$ cat src/rtl/rename_pkg.sv
// Shared sizing, pointer types and checkpoint layout for the rename stage.
package rename_pkg;

    localparam int unsigned ARCH_REGS = 32;
    localparam int unsigned PHYS_REGS = 64;
    localparam int unsigned NUM_CKPT  = 4;

    function automatic int unsigned idx_width(input int unsigned n);
        return (n > 1) ? $clog2(n) : 1;
    endfunction

    localparam int unsigned P_IDX_W = idx_width(PHYS_REGS);
    localparam int unsigned CKPT_W  = idx_width(NUM_CKPT);
    localparam int unsigned A_IDX_W = idx_width(ARCH_REGS);

    typedef logic [P_IDX_W-1:0] preg_t;
    // One extra bit so that full and empty are distinguishable.
    typedef logic [P_IDX_W:0]   fptr_t;

    typedef struct packed {
        preg_t [ARCH_REGS-1:0] rat;
        fptr_t                 free_head;
    } ckpt_t;

endpackage

$ cat src/rtl/rename_freelist.sv
// Circular free list of physical registers with head snapshot and restore.
// PHYS_REGS is assumed to be a power of two so pointer wrap is free.
module rename_freelist
    import rename_pkg::*;
(
    input  logic  clk,
    input  logic  rst_ni,
    input  logic  push_i,
    input  preg_t push_data_i,
    input  logic  pop_i,
    input  logic  restore_i,
    input  fptr_t restore_head_i,
    output preg_t head_data_o,
    output fptr_t head_o,
    output fptr_t count_o
);

    preg_t [PHYS_REGS-1:0] mem_q;
    fptr_t                 head_q, head_d;
    fptr_t                 tail_q, tail_d;

    // Restore and pop are mutually exclusive: rename stalls on a mispredict.
    always_comb begin
        head_d = restore_i ? restore_head_i : head_q + fptr_t'(pop_i);
        tail_d = tail_q + fptr_t'(push_i);
    end

    always_ff @(posedge clk or negedge rst_ni) begin
        if (!rst_ni) begin
            for (int i = 0; i < PHYS_REGS; i++) begin
                mem_q[i] <= (i < PHYS_REGS - ARCH_REGS) ? preg_t'(ARCH_REGS + i) : '0;
            end
            head_q <= '0;
            tail_q <= fptr_t'(PHYS_REGS - ARCH_REGS);
        end else begin
            if (push_i) begin
                mem_q[tail_q[P_IDX_W-1:0]] <= push_data_i;
            end
            head_q <= head_d;
            tail_q <= tail_d;
        end
    end

    assign head_data_o = mem_q[head_q[P_IDX_W-1:0]];
    assign head_o      = head_q;
    assign count_o     = tail_q - head_q;

endmodule

$ cat src/rtl/rename_ckpt.sv
// Register rename with RAT, free list, ready table and per-branch checkpoints.
// Define RENAME_WB_BYPASS_EN to forward same-cycle writeback into source ready.
module rename_ckpt
    import rename_pkg::*;
(
    input  logic                 clk,
    input  logic                 rst_ni,
    input  logic                 dec_valid_i,
    input  logic                 dec_rs1_valid_i,
    input  logic                 dec_rs2_valid_i,
    input  logic [A_IDX_W-1:0]   dec_rs1_i,
    input  logic [A_IDX_W-1:0]   dec_rs2_i,
    input  logic [A_IDX_W-1:0]   dec_rd_i,
    input  logic                 dec_rd_valid_i,
    input  logic                 dec_is_branch_i,
    input  logic                 wb_valid_i,
    input  logic [P_IDX_W-1:0]   wb_preg_i,
    input  logic                 cm_valid_i,
    input  logic [P_IDX_W-1:0]   cm_rd_old_i,
    input  logic                 br_valid_i,
    input  logic [CKPT_W-1:0]    br_tag_i,
    input  logic                 br_mispredict_i,
    output logic                 rn_valid_o,
    output logic [P_IDX_W-1:0]   rn_rs1_o,
    output logic [P_IDX_W-1:0]   rn_rs2_o,
    output logic                 rn_rs1_ready_o,
    output logic                 rn_rs2_ready_o,
    output logic                 rn_rd_valid_o,
    output logic [P_IDX_W-1:0]   rn_rd_o,
    output logic [P_IDX_W-1:0]   rn_rd_old_o,
    output logic [CKPT_W-1:0]    rn_br_tag_o,
    output logic                 rn_full_o
);

    preg_t [ARCH_REGS-1:0] rat_q, rat_d;
    logic  [PHYS_REGS-1:0] ready_q, ready_d;
    ckpt_t                 ckpt_q [NUM_CKPT];
    ckpt_t                 snap;
    logic  [CKPT_W-1:0]    ck_head_q, ck_head_d, ck_tail_q, ck_tail_d;
    logic  [CKPT_W:0]      ck_count_q, ck_count_d;

    preg_t fl_head_data;
    fptr_t fl_head, fl_count;

    logic  alloc_needed, ckpt_full, stall, accept, do_alloc, ckpt_push;
    logic  br_match, br_restore, br_retire;
    preg_t rs1_p, rs2_p;
    logic  rs1_byp, rs2_byp;

    assign alloc_needed = dec_valid_i & dec_rd_valid_i & (dec_rd_i != '0);
    assign ckpt_full    = (ck_count_q == (CKPT_W+1)'(NUM_CKPT));
    // Resolves arrive in order; anything not aimed at the oldest live slot is dropped.
    assign br_match     = br_valid_i & (br_tag_i == ck_head_q) & (ck_count_q != '0);
    assign br_restore   = br_match & br_mispredict_i;
    assign br_retire    = br_match & ~br_mispredict_i;

    assign stall     = dec_valid_i & ((alloc_needed & (fl_count == '0)) |
                                      (dec_is_branch_i & ckpt_full) |
                                      (br_valid_i & br_mispredict_i));
    assign accept    = dec_valid_i & ~stall;
    assign do_alloc  = accept & alloc_needed;
    assign ckpt_push = accept & dec_is_branch_i;

    rename_freelist u_freelist (
        .clk            (clk),
        .rst_ni         (rst_ni),
        .push_i         (cm_valid_i & (cm_rd_old_i != '0)),
        .push_data_i    (cm_rd_old_i),
        .pop_i          (do_alloc),
        .restore_i      (br_restore),
        .restore_head_i (ckpt_q[br_tag_i].free_head),
        .head_data_o    (fl_head_data),
        .head_o         (fl_head),
        .count_o        (fl_count)
    );

    always_comb begin
        rat_d = rat_q;
        if (br_restore) begin
            rat_d = ckpt_q[br_tag_i].rat;
        end else if (do_alloc) begin
            rat_d[dec_rd_i] = fl_head_data;
        end

        // Allocation clear is applied last so it beats a same-cycle writeback.
        ready_d = ready_q;
        if (wb_valid_i) ready_d[wb_preg_i] = 1'b1;
        if (do_alloc) ready_d[fl_head_data] = 1'b0;

        snap.rat       = rat_d;
        snap.free_head = fl_head + fptr_t'(do_alloc);

        ck_head_d  = ck_head_q + CKPT_W'(br_retire);
        ck_tail_d  = ck_tail_q + CKPT_W'(ckpt_push);
        ck_count_d = ck_count_q + (CKPT_W+1)'(ckpt_push) - (CKPT_W+1)'(br_retire);
        if (br_restore) begin
            ck_tail_d  = ck_head_q;
            ck_count_d = '0;
        end
    end

    always_ff @(posedge clk or negedge rst_ni) begin
        if (!rst_ni) begin
            for (int i = 0; i < ARCH_REGS; i++) rat_q[i] <= preg_t'(i);
            for (int i = 0; i < NUM_CKPT; i++) ckpt_q[i] <= '0;
            ready_q    <= '1;
            ck_head_q  <= '0;
            ck_tail_q  <= '0;
            ck_count_q <= '0;
        end else begin
            rat_q      <= rat_d;
            ready_q    <= ready_d;
            ck_head_q  <= ck_head_d;
            ck_tail_q  <= ck_tail_d;
            ck_count_q <= ck_count_d;
            if (ckpt_push) ckpt_q[ck_tail_q] <= snap;
        end
    end

    assign rs1_p = rat_q[dec_rs1_i];
    assign rs2_p = rat_q[dec_rs2_i];

`ifdef RENAME_WB_BYPASS_EN
    assign rs1_byp = wb_valid_i & (wb_preg_i == rs1_p);
    assign rs2_byp = wb_valid_i & (wb_preg_i == rs2_p);
`else
    assign rs1_byp = 1'b0;
    assign rs2_byp = 1'b0;
`endif

    always_comb begin
        rn_valid_o     = accept;
        rn_full_o      = stall;
        rn_rs1_o       = (dec_valid_i & dec_rs1_valid_i) ? rs1_p : '0;
        rn_rs2_o       = (dec_valid_i & dec_rs2_valid_i) ? rs2_p : '0;
        rn_rs1_ready_o = dec_valid_i & (~dec_rs1_valid_i | ready_q[rs1_p] | rs1_byp);
        rn_rs2_ready_o = dec_valid_i & (~dec_rs2_valid_i | ready_q[rs2_p] | rs2_byp);
        rn_rd_valid_o  = do_alloc;
        rn_rd_o        = do_alloc ? fl_head_data : '0;
        rn_rd_old_o    = do_alloc ? rat_q[dec_rd_i] : '0;
        rn_br_tag_o    = '0;
        if (dec_valid_i) begin
            rn_br_tag_o = dec_is_branch_i ? ck_tail_q : ck_tail_q - CKPT_W'(1);
        end
    end

endmodule

$ cat config.mk
export PLATFORM = sky130hd
export DESIGN_NAME = rename_ckpt
export DESIGN_NICKNAME = d
export VERILOG_FILES = /design/src/rtl/rename_pkg.sv /design/src/rtl/rename_freelist.sv /design/src/rtl/rename_ckpt.sv
export SDC_FILE = /design/constraint.sdc
export NUM_CORES = 2
export LEC_CHECK = 0
export CAP_MARGIN = 20
export CORE_ASPECT_RATIO = 0.75
export CORE_UTILIZATION = 64
export DETAILED_ROUTE_END_ITERATION = 10
export PLACE_DENSITY = 0.79
export SLEW_MARGIN = 20
export SYNTH_ARGS = -nofsm -noshare
export SYNTH_HDL_FRONTEND = slang
export SYNTH_HIERARCHICAL = 1
export SYNTH_SLANG_ARGS = --single-unit
$ cat constraint.sdc
create_clock -name clk -period 5.8 [get_ports clk]
set_input_delay 1.16 -clock clk [delete_from_list [all_inputs] [get_ports clk]]
set_output_delay 1.16 -clock clk [all_outputs]
set_load 0.005 [all_outputs]
==> impl_metrics.ini <==
[status]
status = complete, no violations

[yosys]
syn_area_um2 = 71600
ys_seq_area_share_pct = 51.4
synth_edf_count = 0
synth-main-ff-cell = dfrtp_1
syn_nets = 5096
ys_ff_latch = 1457
ys.warnings.count = 6
async_reset_ff_share_pct = 100
synth_cell_type_count = 75
synth_cells = 5034
avgSynthCellArea_um2 = 14.2

[die]
io_pins = 71
dieHeight_um = 292
rows = 105
core_um2 = 110000
die_x_um = 388
die_area_um2 = 113000
start_util_pct = 65.1

[sta]
fin_ws_ns = 0.0604
holdWs_ns = 0.346
hold_viol_final = 0
finClkSkew_ns = 0.0260
min_period_ns = 5.74
drv_slew = 0
clock.fmax_mhz = 174
slew_headroom_pct = 26.6
rsz0062_at_grt = true
worstMarginPinSlew_ns = 1.09
setup_viol = 0
fin_crit_sh_pct = 99.0

[detailed_routing]
drt-pass1-iter-count = 8
viasPerCell = 6.82
drc = 0
vias = 45000
wire_per_inst_um = 28.7
ant_nets = 0
routed_wirelength_um = 190000
dr.first_iter.drc_count = 4832

[clock_network]
cts_root_buffer = clkbuf_16
cts_max_level = 4
insertion_delay_ns = 0.78
cts_tree = yes
cts.clk_slew.worst_paths_ns = 0.06
max-clock-path-buffers = 3
cts.sinks = 1457
numCtsBuffers = 139

[power]
leakage_nw = 34.0
ir_worst_vdd_uv = 456
power.density_nw_per_um2 = 543

[finish]
final_nets = 5105
layout-drive-gt1-share_pct = 43.3
final_cells = 6604
area_delta_synth_final_pct = 10.6
layout_common_cells = dfrtp_1 (1,197), mux2_2 (1,004), mux4_2 (406)
final_common_cell = dfrtp_1
final_area_um2 = 79200
fin_util_pct = 71.9

[placed_design]
dp_hpwl_um = 125000
dpl_cell_area_um2 = 74400
place_congestion = 1.00
place_ws_ns = -0.212
place_inst = 6344
portBuffers = 70

[global_route]
grt_pass1_wl_um = 293000
grt.total_usage_pct = 34.3
overflow = 0
grt_max_degree = 174
grt_pass1_vias = 45800
antenna_found_initial = 5

[run]
drv_cap = 0

[worst_setup_path]
critical_path.max_stage_delay_ns = 0.58
required_ns = 4.64
path_common_cell = mux2i_1
end_kind = primary output
rrSetupSlack_ns = 0.77
crit_chain = clkdlybuf4s50_1 > nor2b_2 > a22oi_1 > nand3_1 > nand4_1 > buf_12 > buf_4 > mux2i_1 > mux2i_1 > mux2i_1 > o21ai_0 > nor4bb_1 > a311oi_2 > buf_4 > clkdlybuf4s50_1
start_kind = input pin
worstPathArrival_ns = 4.58
cp_max_fo = 28
critical_path_class = input pin to primary output
slowest_stage = clkdlybuf4s50_1

[worst_hold_path]
hp-class = input pin to async pin
[report_power, final]
part / switching, mW / internal [mW] / total (mW)
Clock: 4.00 / 5.21 / 9.20
Combinational: 7.43 / 7.51 / 14.9
Sequential: 3.67 / 15.2 / 18.8
Total: 15.1 / 27.9 / 43.0
[per-layer routing]
metal  vias to the layer above  wire (µm)  global-route usage, %
met5                         -         70                  0.296
met4                         6       4450                   8.82
met2                      2184      79600                   46.6
li1                      18800          -                      -
met1                     23700      81900                   53.0
met3                       312      23800                   11.3
[critical path, delay by kind of cell]
family	cells	cell delay [ns]
AND/OR/NAND/NOR	4	0.70
buffers and inverters	5	1.71
multiplexers	3	0.36
AO/OA/AOI/OAI	3	0.59
[cell families (layout without fill, tap and decap cells)]
family	count (synthesis)	count (layout)	share of synthesized area (%)
compound gates	512	512	4.48
xor+xnor	28	28	0.342
fa+ha+maj	22	22	0.405
buf+inv	398	521	2.34
flops	1457	1457	51.4
mux	1950	1950	36.5
other cells	0	2	0
simple gates	667	668	4.59
[metrics by stage]
stage / power, mW / TNS [ns]
2_1_floorplan: 27.8 / 0
3_3_place_gp: 32.6 / -0.193
3_5_place_dp: 33.3 / -0.221
4_1_cts: 42.6 / 0
5_1_grt: 44.9 / -0.167
6_report: 43.0 / 0
[worst paths after layout]
check                                  endpoint            startpoint  depth (start not counted)
max                              rn_rs2_ready_o          dec_rs2_i[2]                         15
min reg2reg                         ckpt_q[201]           ckpt_q[201]                          2
min in group clk                    ckpt_q[201]           ckpt_q[201]                          2
min                        u_freelist/mem_q[48]                rst_ni                          1
max in group asynchronous           ckpt_q[391]                rst_ni                          2
max reg2reg                       ck_count_q[2]  u_freelist/tail_q[0]                         24
[cell type report]
cell class                 count  area [µm²]
timing repair buffer         236        2520
clock inverter                51         614
multi-input combinational   3180       33400
antenna                        2        5.00
clock buffer                 205        3980
inverter                      29         121
fill                        7021       30900
sequential                  1457       36800
tap                         1444        1810
[synth_stat cells, types with 6 or more instances]
master	n	area, µm²
a2111oi_0	6	52.6
mux4_2	406	9140
a211oi_1	9	67.6
buf_2	37	185
o22ai_1	7	43.8
a21oi_1	258	1290
nor3b_1	9	67.6
mux2_2	1004	11300
nand4_1	18	113
ha_1	20	250
inv_1	26	97.6
nor2_4	22	248
buf_4	11	82.6
mux2i_1	375	3750
dfrtp_1	1200	30000
buf_6	11	124
xnor2_1	19	166
and3_1	8	50.1
a21oi_2	84	736
mux2_1	160	1800
nand3_1	34	170
nor3_1	12	60.1
nor2_1	307	1150
clkbuf_1	248	931
xor2_1	9	78.8
nor2b_1	28	175
dfstp_2	257	6750
nand3b_1	9	67.6
nand2b_1	17	106
o21ai_0	62	310
and2_1	15	93.8
buf_1	61	229
a22oi_1	40	300
nor2_8	7	140
nand2_1	149	559
[state kept, by name (all words and copies together) (netlist names)]
name	cells
ready_q	64
u_freelist/tail_q	7
u_freelist/head_o	7
ckpt_q	796
ck_count_q	3
u_freelist/mem_q	384
ck_head_q	2
rat_q	192
ck_tail_q	2
[what timing repair did]
item / 4_1_cts / 5_1_grt
setup endpoints to repair: 11 / 12
resized for setup: 6 / 32
pin swaps: 0 / 7
gates cloned: 0 / 1
hold buffers: 0 / 0
setup buffers: 0 / 1
Note: power is estimated with default switching activity, not from simulation.
